## src/rtl/mem_override_arbiter.sv

```systemverilog
`default_nettype none
// ============================================================================
//  Module      : mem_override_arbiter
//  Description : Memory-side responder for the host override interface.
//                Sits between the core memory port and the word RAM and
//                grants the RAM to the host while overrideMemControl is
//                high. The core is held off while the host owns the RAM.
//  Revision    : 1.0 - initial release
// ============================================================================
module mem_override_arbiter #(
    parameter int DATA_W      = 16,
    parameter int ADDR_W      = 12,   // 1..16
    parameter int RAM_LATENCY = 1     // 1..4
) (
    input  logic              clk,
    input  logic              reset,

    input  logic              overrideMemControl,
    input  logic              overrideMemStrobe,
    input  logic              overrideMemRnW,
    input  logic [15:0]       overrideMemAddr,
    input  logic [DATA_W-1:0] overrideMemDataIn,
    output logic [DATA_W-1:0] overrideMemDataOut,
    output logic              overrideMemAck,
    output logic              overrideMemGranted,

    input  logic              cpuMemReq,
    input  logic              cpuMemRnW,
    input  logic [15:0]       cpuMemAddr,
    input  logic [DATA_W-1:0] cpuMemWData,
    output logic [DATA_W-1:0] cpuMemRData,
    output logic              cpuMemReady,
    output logic              cpuHold,

    output logic              ramCe,
    output logic              ramWe,
    output logic [ADDR_W-1:0] ramAddr,
    output logic [DATA_W-1:0] ramWData,
    input  logic [DATA_W-1:0] ramRData
);

    typedef enum logic [2:0] {
        CPU_OWN   = 3'd0,
        DRAIN     = 3'd1,
        HOST_IDLE = 3'd2,
        HOST_WR   = 3'd3,
        HOST_RD   = 3'd4,
        RELEASE   = 3'd5
    } state_t;

    // Every pipeline stage except the one whose ready is visible this cycle.
    localparam logic [RAM_LATENCY-1:0] c_PIPE_MASK = {RAM_LATENCY{1'b1}} >> 1;
    localparam logic [1:0]             c_LAT_LAST  = 2'(RAM_LATENCY - 1);

    state_t                  r_state;
    logic                    r_granted;
    logic                    r_hold;
    logic                    r_ack;
    logic                    r_ack_rd;
    logic [1:0]              r_cnt;
    logic [ADDR_W-1:0]       r_host_addr;
    logic [DATA_W-1:0]       r_host_wdata;
    logic                    r_host_oob;
    logic [DATA_W-1:0]       r_host_rdata;
    logic [RAM_LATENCY-1:0]  r_pipe_vld;
    logic [RAM_LATENCY-1:0]  r_pipe_rd;
    logic [DATA_W-1:0]       r_cpu_rdata;

    logic                    w_host_oob;
    logic                    w_cpu_accept;
    logic                    w_drain_busy;
    logic                    w_cpu_rd_ret;
    logic [DATA_W-1:0]       w_host_rd_val;

    // Host addresses beyond the RAM are flagged; core addresses simply wrap.
    generate
        if (ADDR_W < 16) begin : g_addr_narrow
            logic w_unused_cpu_addr_hi;
            assign w_host_oob           = |overrideMemAddr[15:ADDR_W];
            assign w_unused_cpu_addr_hi = ^cpuMemAddr[15:ADDR_W];
        end else begin : g_addr_full
            assign w_host_oob = 1'b0;
        end
    endgenerate

    // Core accesses are only honoured while the core owns the RAM.
    assign w_cpu_accept  = cpuMemReq && (r_state == CPU_OWN);
    assign w_drain_busy  = |(r_pipe_vld & c_PIPE_MASK);
    assign w_cpu_rd_ret  = r_pipe_vld[RAM_LATENCY-1] & r_pipe_rd[RAM_LATENCY-1];
    assign w_host_rd_val = r_host_oob ? '0 : ramRData;

    assign overrideMemAck     = r_ack;
    assign overrideMemGranted = r_granted;
    assign cpuHold            = r_hold;
    assign cpuMemReady        = r_pipe_vld[RAM_LATENCY-1];

    // Read data is passed through on the completion cycle, then held.
    assign overrideMemDataOut = r_ack_rd ? w_host_rd_val : r_host_rdata;
    assign cpuMemRData        = w_cpu_rd_ret ? ramRData : r_cpu_rdata;

    // RAM port steering: core drives it directly, host uses registered request.
    always_comb begin
        ramCe    = 1'b0;
        ramWe    = 1'b0;
        ramAddr  = '0;
        ramWData = '0;
        if (reset) begin
            case (r_state)
                CPU_OWN: begin
                    if (cpuMemReq) begin
                        ramCe    = 1'b1;
                        ramWe    = ~cpuMemRnW;
                        ramAddr  = cpuMemAddr[ADDR_W-1:0];
                        ramWData = cpuMemWData;
                    end
                end
                HOST_WR: begin
                    ramCe    = ~r_host_oob;
                    ramWe    = ~r_host_oob;
                    ramAddr  = r_host_addr;
                    ramWData = r_host_wdata;
                end
                HOST_RD: begin
                    if (r_cnt == 2'd0) begin
                        ramCe   = ~r_host_oob;
                        ramAddr = r_host_addr;
                    end
                end
                default: ;
            endcase
        end
    end

    // Ownership state machine with registered grant, hold and ack.
    always_ff @(posedge clk or negedge reset) begin
        if (!reset) begin
            r_state      <= CPU_OWN;
            r_granted    <= 1'b0;
            r_hold       <= 1'b0;
            r_ack        <= 1'b0;
            r_ack_rd     <= 1'b0;
            r_cnt        <= 2'd0;
            r_host_addr  <= '0;
            r_host_wdata <= '0;
            r_host_oob   <= 1'b0;
        end else begin
            r_ack    <= 1'b0;
            r_ack_rd <= 1'b0;
            case (r_state)
                CPU_OWN: begin
                    if (overrideMemControl) begin
                        r_state <= DRAIN;
                        r_hold  <= 1'b1;
                    end
                end
                DRAIN: begin
                    if (!w_drain_busy) begin
                        r_state   <= HOST_IDLE;
                        r_granted <= 1'b1;
                    end
                end
                HOST_IDLE: begin
                    // A strobe takes priority over a simultaneous release.
                    if (overrideMemStrobe) begin
                        r_host_addr  <= overrideMemAddr[ADDR_W-1:0];
                        r_host_wdata <= overrideMemDataIn;
                        r_host_oob   <= w_host_oob;
                        r_cnt        <= 2'd0;
                        r_state      <= overrideMemRnW ? HOST_RD : HOST_WR;
                    end else if (!overrideMemControl) begin
                        r_state <= RELEASE;
                    end
                end
                HOST_WR: begin
                    r_ack   <= 1'b1;
                    r_state <= HOST_IDLE;
                end
                HOST_RD: begin
                    if (r_cnt == c_LAT_LAST) begin
                        r_ack    <= 1'b1;
                        r_ack_rd <= 1'b1;
                        r_state  <= HOST_IDLE;
                    end else begin
                        r_cnt <= r_cnt + 2'd1;
                    end
                end
                RELEASE: begin
                    r_granted <= 1'b0;
                    r_hold    <= 1'b0;
                    r_state   <= CPU_OWN;
                end
                default: r_state <= CPU_OWN;
            endcase
        end
    end

    // Track core accesses in flight so ready lands RAM_LATENCY cycles later.
    always_ff @(posedge clk or negedge reset) begin
        if (!reset) begin
            r_pipe_vld <= '0;
            r_pipe_rd  <= '0;
        end else begin
            r_pipe_vld[0] <= w_cpu_accept;
            r_pipe_rd[0]  <= w_cpu_accept & cpuMemRnW;
            for (int k = 1; k < RAM_LATENCY; k++) begin
                r_pipe_vld[k] <= r_pipe_vld[k-1];
                r_pipe_rd[k]  <= r_pipe_rd[k-1];
            end
        end
    end

    // Hold the most recent read results for core and host.
    always_ff @(posedge clk or negedge reset) begin
        if (!reset) begin
            r_cpu_rdata  <= '0;
            r_host_rdata <= '0;
        end else begin
            if (w_cpu_rd_ret) begin
                r_cpu_rdata <= ramRData;
            end
            if (r_ack_rd) begin
                r_host_rdata <= w_host_rd_val;
            end
        end
    end

endmodule
`default_nettype wire

```

## config.mk

```make
export PLATFORM = sky130hd
export DESIGN_NAME = mem_override_arbiter
export DESIGN_NICKNAME = d
export VERILOG_FILES = /design/src/rtl/mem_override_arbiter.sv
export SDC_FILE = /design/constraint.sdc
export NUM_CORES = 1
export LEC_CHECK = 0
export ABC_CLOCK_PERIOD_IN_PS = 1900
export CAP_MARGIN = 20
export CORE_ASPECT_RATIO = 0.6
export CORE_MARGIN = 5
export CORE_UTILIZATION = 40
export DETAILED_ROUTE_END_ITERATION = 12
export GPL_ROUTABILITY_DRIVEN = 0
export GPL_TIMING_DRIVEN = 0
export PLACE_DENSITY = 0.84
export SETUP_SLACK_MARGIN = 0.2
export SYNTH_ARGS = -nofsm -noshare
export SYNTH_HDL_FRONTEND = slang
export SYNTH_SLANG_ARGS = --single-unit
```

## constraint.sdc

```tcl
create_clock -name clk -period 1.9 [get_ports clk]
set_clock_uncertainty 0.15 [all_clocks]
set_input_delay 0.38 -clock clk [delete_from_list [all_inputs] [get_ports clk]]
set_output_delay 0.38 -clock clk [all_outputs]
set_load 0.01 [all_outputs]
```

==> results of run 1 <==
## registers in the layout (all words and copies together), names as in the netlist, 2 cells and up
name          cells
r_cnt             2
r_cpu_rdata      16
r_host_rdata     16
r_host_addr      12
r_host_wdata     16
r_state           3
## area by class of cell
class,instances,share of cell area
clock buffers,10,0.0356
multi-input cells,175,0.278
flip-flops and latches,72,0.269
plain buffers,20,0.0434
clock inverters,6,0.0101
repair buffers,220,0.340
inverters,6,0.00410
well taps,108,0.0201
## per-layer routing
metal  track usage  wire [um]  vias to the layer above
li1              -          -                     1448
met1         0.308       5800                     1746
met2         0.461       7770                      197
met3        0.0689       1110                       46
met4        0.0835        503                        0
met5             0          0                        -
## worst max-delay path: cells and delay by family, from the launching register on
kind,cells,cell delay [ns]
buffers and inverters,5,0.84
and+or+nand+nor,2,0.31
DFF,1,0.40
AOI/OAI and AO/OA,1,0.06
## cell families after synthesis
kind of cell             share of synthesized area
AO/OA/AOI/OAI                                0.143
adder cells (fa/ha/maj)                    0.00385
buffers and inverters                       0.0404
flip-flops                                   0.554
multiplexers                                 0.159
AND/OR/NAND/NOR                             0.0997
## layout by cell type, fill, tap and decap left out, types with 4 or more instances in the layout
master,instances
a22oi_2,25
nor2b_1,6
buf_6,75
mux2_2,28
nor2_4,9
buf_4,30
mux2_4,16
a22oi_1,4
inv_1,4
nor2_1,10
clkbuf_8,5
nor2b_4,9
dfrtp_1,70
o21ai_0,5
dlygate4sd2_1,4
buf_8,9
a31o_4,16
buf_2,22
clkbuf_16,11
clkdlybuf4s50_1,81
buf_12,6
nor2_2,18
## power by group through the flow
stage	combinational (uW)	sequential (uW)	clock, uW
finish	5980	2660	1760
global route	6260	2700	1850
CTS	4940	2540	1730
detailed placement	3480	2540	0
global placement	3370	2500	0
floorplan	1980	2460	0
## per-stage QoR
| stage | setup WS, ns | TNS [ns] | utilization | total power (uW) |
|---|---|---|---|---|
| floorplan | 0.0183 | 0 | - | 4440 |
| global placement | -4.19 | -294.91 | 0.629 | 5870 |
| detailed placement | -0.994 | -42.83 | 0.632 | 6010 |
| CTS | -0.475 | -17.82 | 0.789 | 9210 |
| global route | -0.640 | -27.37 | 0.852 | 10800 |
| finish | -0.577 | -23.55 | 0.852 | 10400 |
## timing repair
item	4_1_cts	5_1_grt
hold endpoints to repair	72	72
resized for setup	407	77
endpoints found under the setup margin	95	94
gates cloned	8	0
pin swaps	18	22
setup buffers	40	23
## how the worst max path moves through the flow
stage | to | slack, ns | cells after the start
global route | ramAddr[9] | -0.64 | 8
floorplan | ramAddr[10] | 0.02 | 7
finish | ramAddr[9] | -0.58 | 8
detailed placement | ramWData[8] | -0.99 | 6
global placement | ramWData[5] | -4.19 | 5
CTS | ramAddr[7] | -0.47 | 8
==> results.cfg, run 1 <==
[routing]
dr.pass1.iters = 4
viasPerCell = 5.57
drtAntennaViolNets = 0
drc = 0
initialDrtViolationCount = 273
vias = 3437
wl_per_cell_um = 24.6
drt-total-wl_um = 15200

[global_route]
grt_max_degree = 73
antenna_found_initial = 0
grt_overflow_total = 0
grt_pass1_vias = 3653
gr-usage-all-layers = 0.260
grt_pass1_wl_um = 20300

[final_layout]
multiInputGateArea_um2 = 1870
seq_area_um2 = 1800
syn_to_final_growth_pct = 107
design_area_um2 = 6720
diodes = 0
drive_above_1_share = 0.603
fin_cells = 617
fin_nets = 592
num-fill-cells = 339

[pwr]
seqPwrFrac = 0.255
switchingPower_uw = 3700
pwr_density_cell_nw_per_um2 = 1550
p_comb_frac = 0.575
pwr-share-clk = 0.169
vdd_ir_drop_max_v = 0.000694
p_sw_frac = 0.356
p_leak_uw = 0.00300
internal_power_uw = 6700

[job]
drv_cap = 0

[clock_network]
clk_latency_ns = 0.33
clk_pin_slew_ns = 0.06
clockRootBuffer = clkbuf_16
cts.sinks = 72
cts_buffer_depth = 2
cts_tree = yes
cts_buffers = 9
h-tree-depth = 3

[logic_synthesis]
async_flop_share = 1.00
ys.warnings.count = 0
yosysTopAreaCellShare = 0.554
synthFlopType = dfrtp_1
syn_avg_cell_area_um2 = 11.9
synth_common_cells = dfrtp_1 (72), mux2_2 (44), nor2_1 (37), a22oi_1 (29), nor2b_1 (18)
syn-cell-area_um2 = 3250
synthDistinctLibCells = 32
synth.most_common_cell = dfrtp_1
synth-seq-area-share = 0.554
synth_nets = 361
ys_ff_latch = 72
synth_top_area_cell = dfrtp_1
synth_cells = 273
synth_area_leaders = dfrtp_1 (55%), mux2_2 (15%), a22oi_1 (6.7%)
synth_edf_count = 0

[critical_path]
cp_max_fo = 5
start_kind = flop
reg2reg_to = r_host_addr[8]$_DFFE_PN0P_
cp_cell_sequence = inv_1 -> and3_1 -> clkbuf_4 -> buf_6 -> buf_4 -> a22oi_2 -> nor2_2 -> buf_2
ff2ff_setup_slack_ns = -0.09
cp_data_required_time_ns = 1.37
startpoint = r_state[2]$_DFFE_PN0P_
cp_slowest_cell = dfrtp_1
r2r-start = r_state[0]$_DFFE_PN0P_
rr_worst_depth = 6
arrival_ns = 1.95
slowest_delay_ns = 0.40
endpoint_kind = output port
criticalPathCategory = flop to output port

[sta]
rsz0062_at_grt = true
hold_viol_final = 72
worst_pin_slew_ns = 0.491
finalCriticalPeriod_ns = 2.48
slew_headroom = 0.668
timing.hold.ws_ns = -0.307
finalMaxSlewViolations = 0
setup_viol = 86
worst_slack_ns = -0.577
fin_crit_sh = 1.30
fmax_ghz = 0.404

[floorplan]
die_area_um2 = 10100
ios = 153
rows = 25
fp.dieW_um = 126
initial_core_util = 0.413
die_h_um = 79.8
coreArea_um2 = 7880

[run_status]
violations = negative hold slack, negative setup slack
status = finished, violations left

[place]
dp_cells = 530
placed_cell_area_um2 = 4980
port_buffers = 148
hpwl_um = 7050

[worst_hold_path]
min_path_type = input pin to asynchronous set/reset pin
Power figures use the tool's default switching activity.
==> run 2: changes to the inputs <==
--- a/config.mk
+++ b/config.mk
@@ -13,8 +13,9 @@
 export DETAILED_ROUTE_END_ITERATION = 12
 export GPL_ROUTABILITY_DRIVEN = 0
 export GPL_TIMING_DRIVEN = 0
-export PLACE_DENSITY = 0.84
+export PLACE_DENSITY_LB_ADDON = 0.2
 export SETUP_SLACK_MARGIN = 0.2
+export SLEW_MARGIN = 25
 export SYNTH_ARGS = -nofsm -noshare
 export SYNTH_HDL_FRONTEND = slang
 export SYNTH_SLANG_ARGS = --single-unit
==> run 2 against run 1 <==
The run still ends with negative hold slack, negative setup slack left. Total power grew 2.3%. First-iteration DRC count shrank 22%. Count of clock-buffer cells in the layout grew 1. Sequential power is essentially flat. Largest cell class unchanged.
==> results.cfg, run 2 (synthesis gave the netlist of run 1 again) <==
[run_status]
status = finished, violations left
violations = negative hold slack, negative setup slack

[critical_path]
critPathTopFamily = compound AO/OA/AOI/OAI gates
endpoint_kind = output port
ff2ff_setup_slack_ns = -0.06
crit_buf_inv = 3
reg2reg_to = r_host_addr[11]$_DFFE_PN0P_
cp_data_required_time_ns = 1.37
start_kind = flop
criticalPathCategory = flop to output port
cp_slowest_cell = dfrtp_1
slowest_delay_ns = 0.37
r2r-start = r_state[0]$_DFFE_PN0P_
arrival_ns = 1.91
cp_cell_sequence = inv_1 -> ha_1 -> a31o_4 -> buf_16 -> a22oi_2 -> nor2_2 -> buf_2
cp_max_fo = 5
rr_worst_depth = 8

[final_layout]
final_cell_mix = clkdlybuf4s50_1 (81), buf_6 (72), dfrtp_1 (69)
diodes = 0
reg_top3 = r_cpu_rdata x16, r_host_rdata x16, r_host_wdata x16
multiInputGateArea_um2 = 1940
drive_above_1_share = 0.592
fin_cells = 625
fin_nets = 600
num-fill-cells = 334
final_util = 0.874
syn_to_final_growth_pct = 112
final_common_cell = clkdlybuf4s50_1
seq_area_um2 = 1810

[place]
port_buffers = 148
hpwl_um = 7250
dp_cells = 530

[sta]
fin_crit_sh = 1.28
slew_headroom = 0.779
timing.hold.ws_ns = -0.240
rsz0062_at_grt = true
setup_viol = 80
finalMaxSlewViolations = 0
worst_slack_ns = -0.539
worst_pin_slew_ns = 0.323
hold_viol_final = 35
fmax_ghz = 0.410
finalCriticalPeriod_ns = 2.44
final.setup.tns_ns = -21.00

[pwr]
total_power_uw = 10600
vdd_ir_drop_max_v = 0.000802
pwr_density_cell_nw_per_um2 = 1540
p_leak_uw = 0.00316

[floorplan]
coreArea_um2 = 7880
fp.dieW_um = 126
ios = 153
initial_core_util = 0.413
die_h_um = 79.8
rows = 25
die_area_um2 = 10100

[routing]
initialDrtViolationCount = 212
drc = 0
dr.pass1.iters = 4
drt-total-wl_um = 14300
drtAntennaViolNets = 0
vias = 3341
wl_per_cell_um = 23.0
viasPerCell = 5.35

[job]
drv_cap = 0

[clock_network]
cts_tree = yes
cts.sinks = 72
h-tree-depth = 3
cts_buffer_depth = 2
clk_latency_ns = 0.34
clockRootBuffer = clkbuf_16
clk_pin_slew_ns = 0.06
cts_buffers = 9

[global_route]
grt_pass1_wl_um = 18400
antenna_found_initial = 0
grt_max_degree = 40
gr-usage-all-layers = 0.234
grt_pass1_vias = 3313
grt_overflow_total = 0

[worst_hold_path]
min_path_type = input pin to asynchronous set/reset pin
-- run 2: cell count changes in the layout (fill, tap and decap cells not counted), moves of 3 or more --
cell,delta
bufbuf_16,-3
nor2_4,-6
buf_6,-3
nor2b_1,-3
a22oi_2,-10
mux2_2,-27
nor2b_4,+4
nor2_1,+6
buf_2,+5
mux2_4,+28
buf_8,+6
a22oi_1,+10
-- run 2: how the worst max path moves through the flow --
stage / cells past startpoint / to / slack (ns) / start
2_1_floorplan: 7 / ramAddr[10] / 0.02 / r_state[2]$_DFFE_PN0P_
3_3_place_gp: 5 / ramWData[5] / -4.21 / reset
3_5_place_dp: 6 / ramWData[5] / -1.20 / reset
4_1_cts: 8 / ramAddr[10] / -0.49 / r_state[2]$_DFFE_PN0P_
5_1_grt: 7 / ramAddr[7] / -0.61 / r_cnt[0]$_DFFE_PN0P_
6_report: 7 / ramAddr[7] / -0.54 / r_cnt[0]$_DFFE_PN0P_
-- run 2: layer usage --
layer	GRT usage	up-vias	part of all wire
met3	0.0548	24	0.058
met4	0.0589	0	0.020
met5	0	-	0
met2	0.389	145	0.50
li1	-	1465	-
met1	0.311	1707	0.42
-- run 2: worst reg2reg max path, cell delays in order (launching register included) --
cell	delay, ns
dfrtp_2	0.45
buf_6	0.13
buf_8	0.12
clkinv_4	0.05
and4_4	0.21
buf_8	0.15
buf_6	0.13
buf_8	0.13
mux2_4	0.31
-- run 2: layout make-up --
type	count	share of cell area
repair buffers	228	0.341
multi-input cells	175	0.281
flip-flops and latches	72	0.262
plain buffers	20	0.0458
clock buffers	11	0.0367
well taps	108	0.0196
clock inverters	5	0.00799
inverters	6	0.00545
-- run 2: power breakdown --
| part | leakage (uW) | internal (uW) | switching, uW | total, uW |
|---|---|---|---|---|
| Sequential | 0.000877 | 2220 | 445 | 2660 |
| Combinational | 0.00213 | 3750 | 2490 | 6240 |
| Clock | 0.000148 | 1080 | 652 | 1730 |
| Total | 0.00316 | 7050 | 3590 | 10600 |
-- run 2: what timing repair did --
action,in CTS,in global routing
buffers inserted,42,28
gates cloned,8,1
pin swaps,16,17
endpoints found under the setup margin,96,93
gates resized for setup,410,103
endpoints found under the hold margin,35,35
-- run 2: through the flow --
stage	cell area [um^2]	hold WS [ns]	setup slack, ns
floorplan	3340	-0.0656	0.0183
global placement	4960	0.319	-4.21
detailed placement	4980	0.225	-1.20
CTS	6240	-0.202	-0.491
global route	6890	-0.228	-0.607
finish	6890	-0.240	-0.539
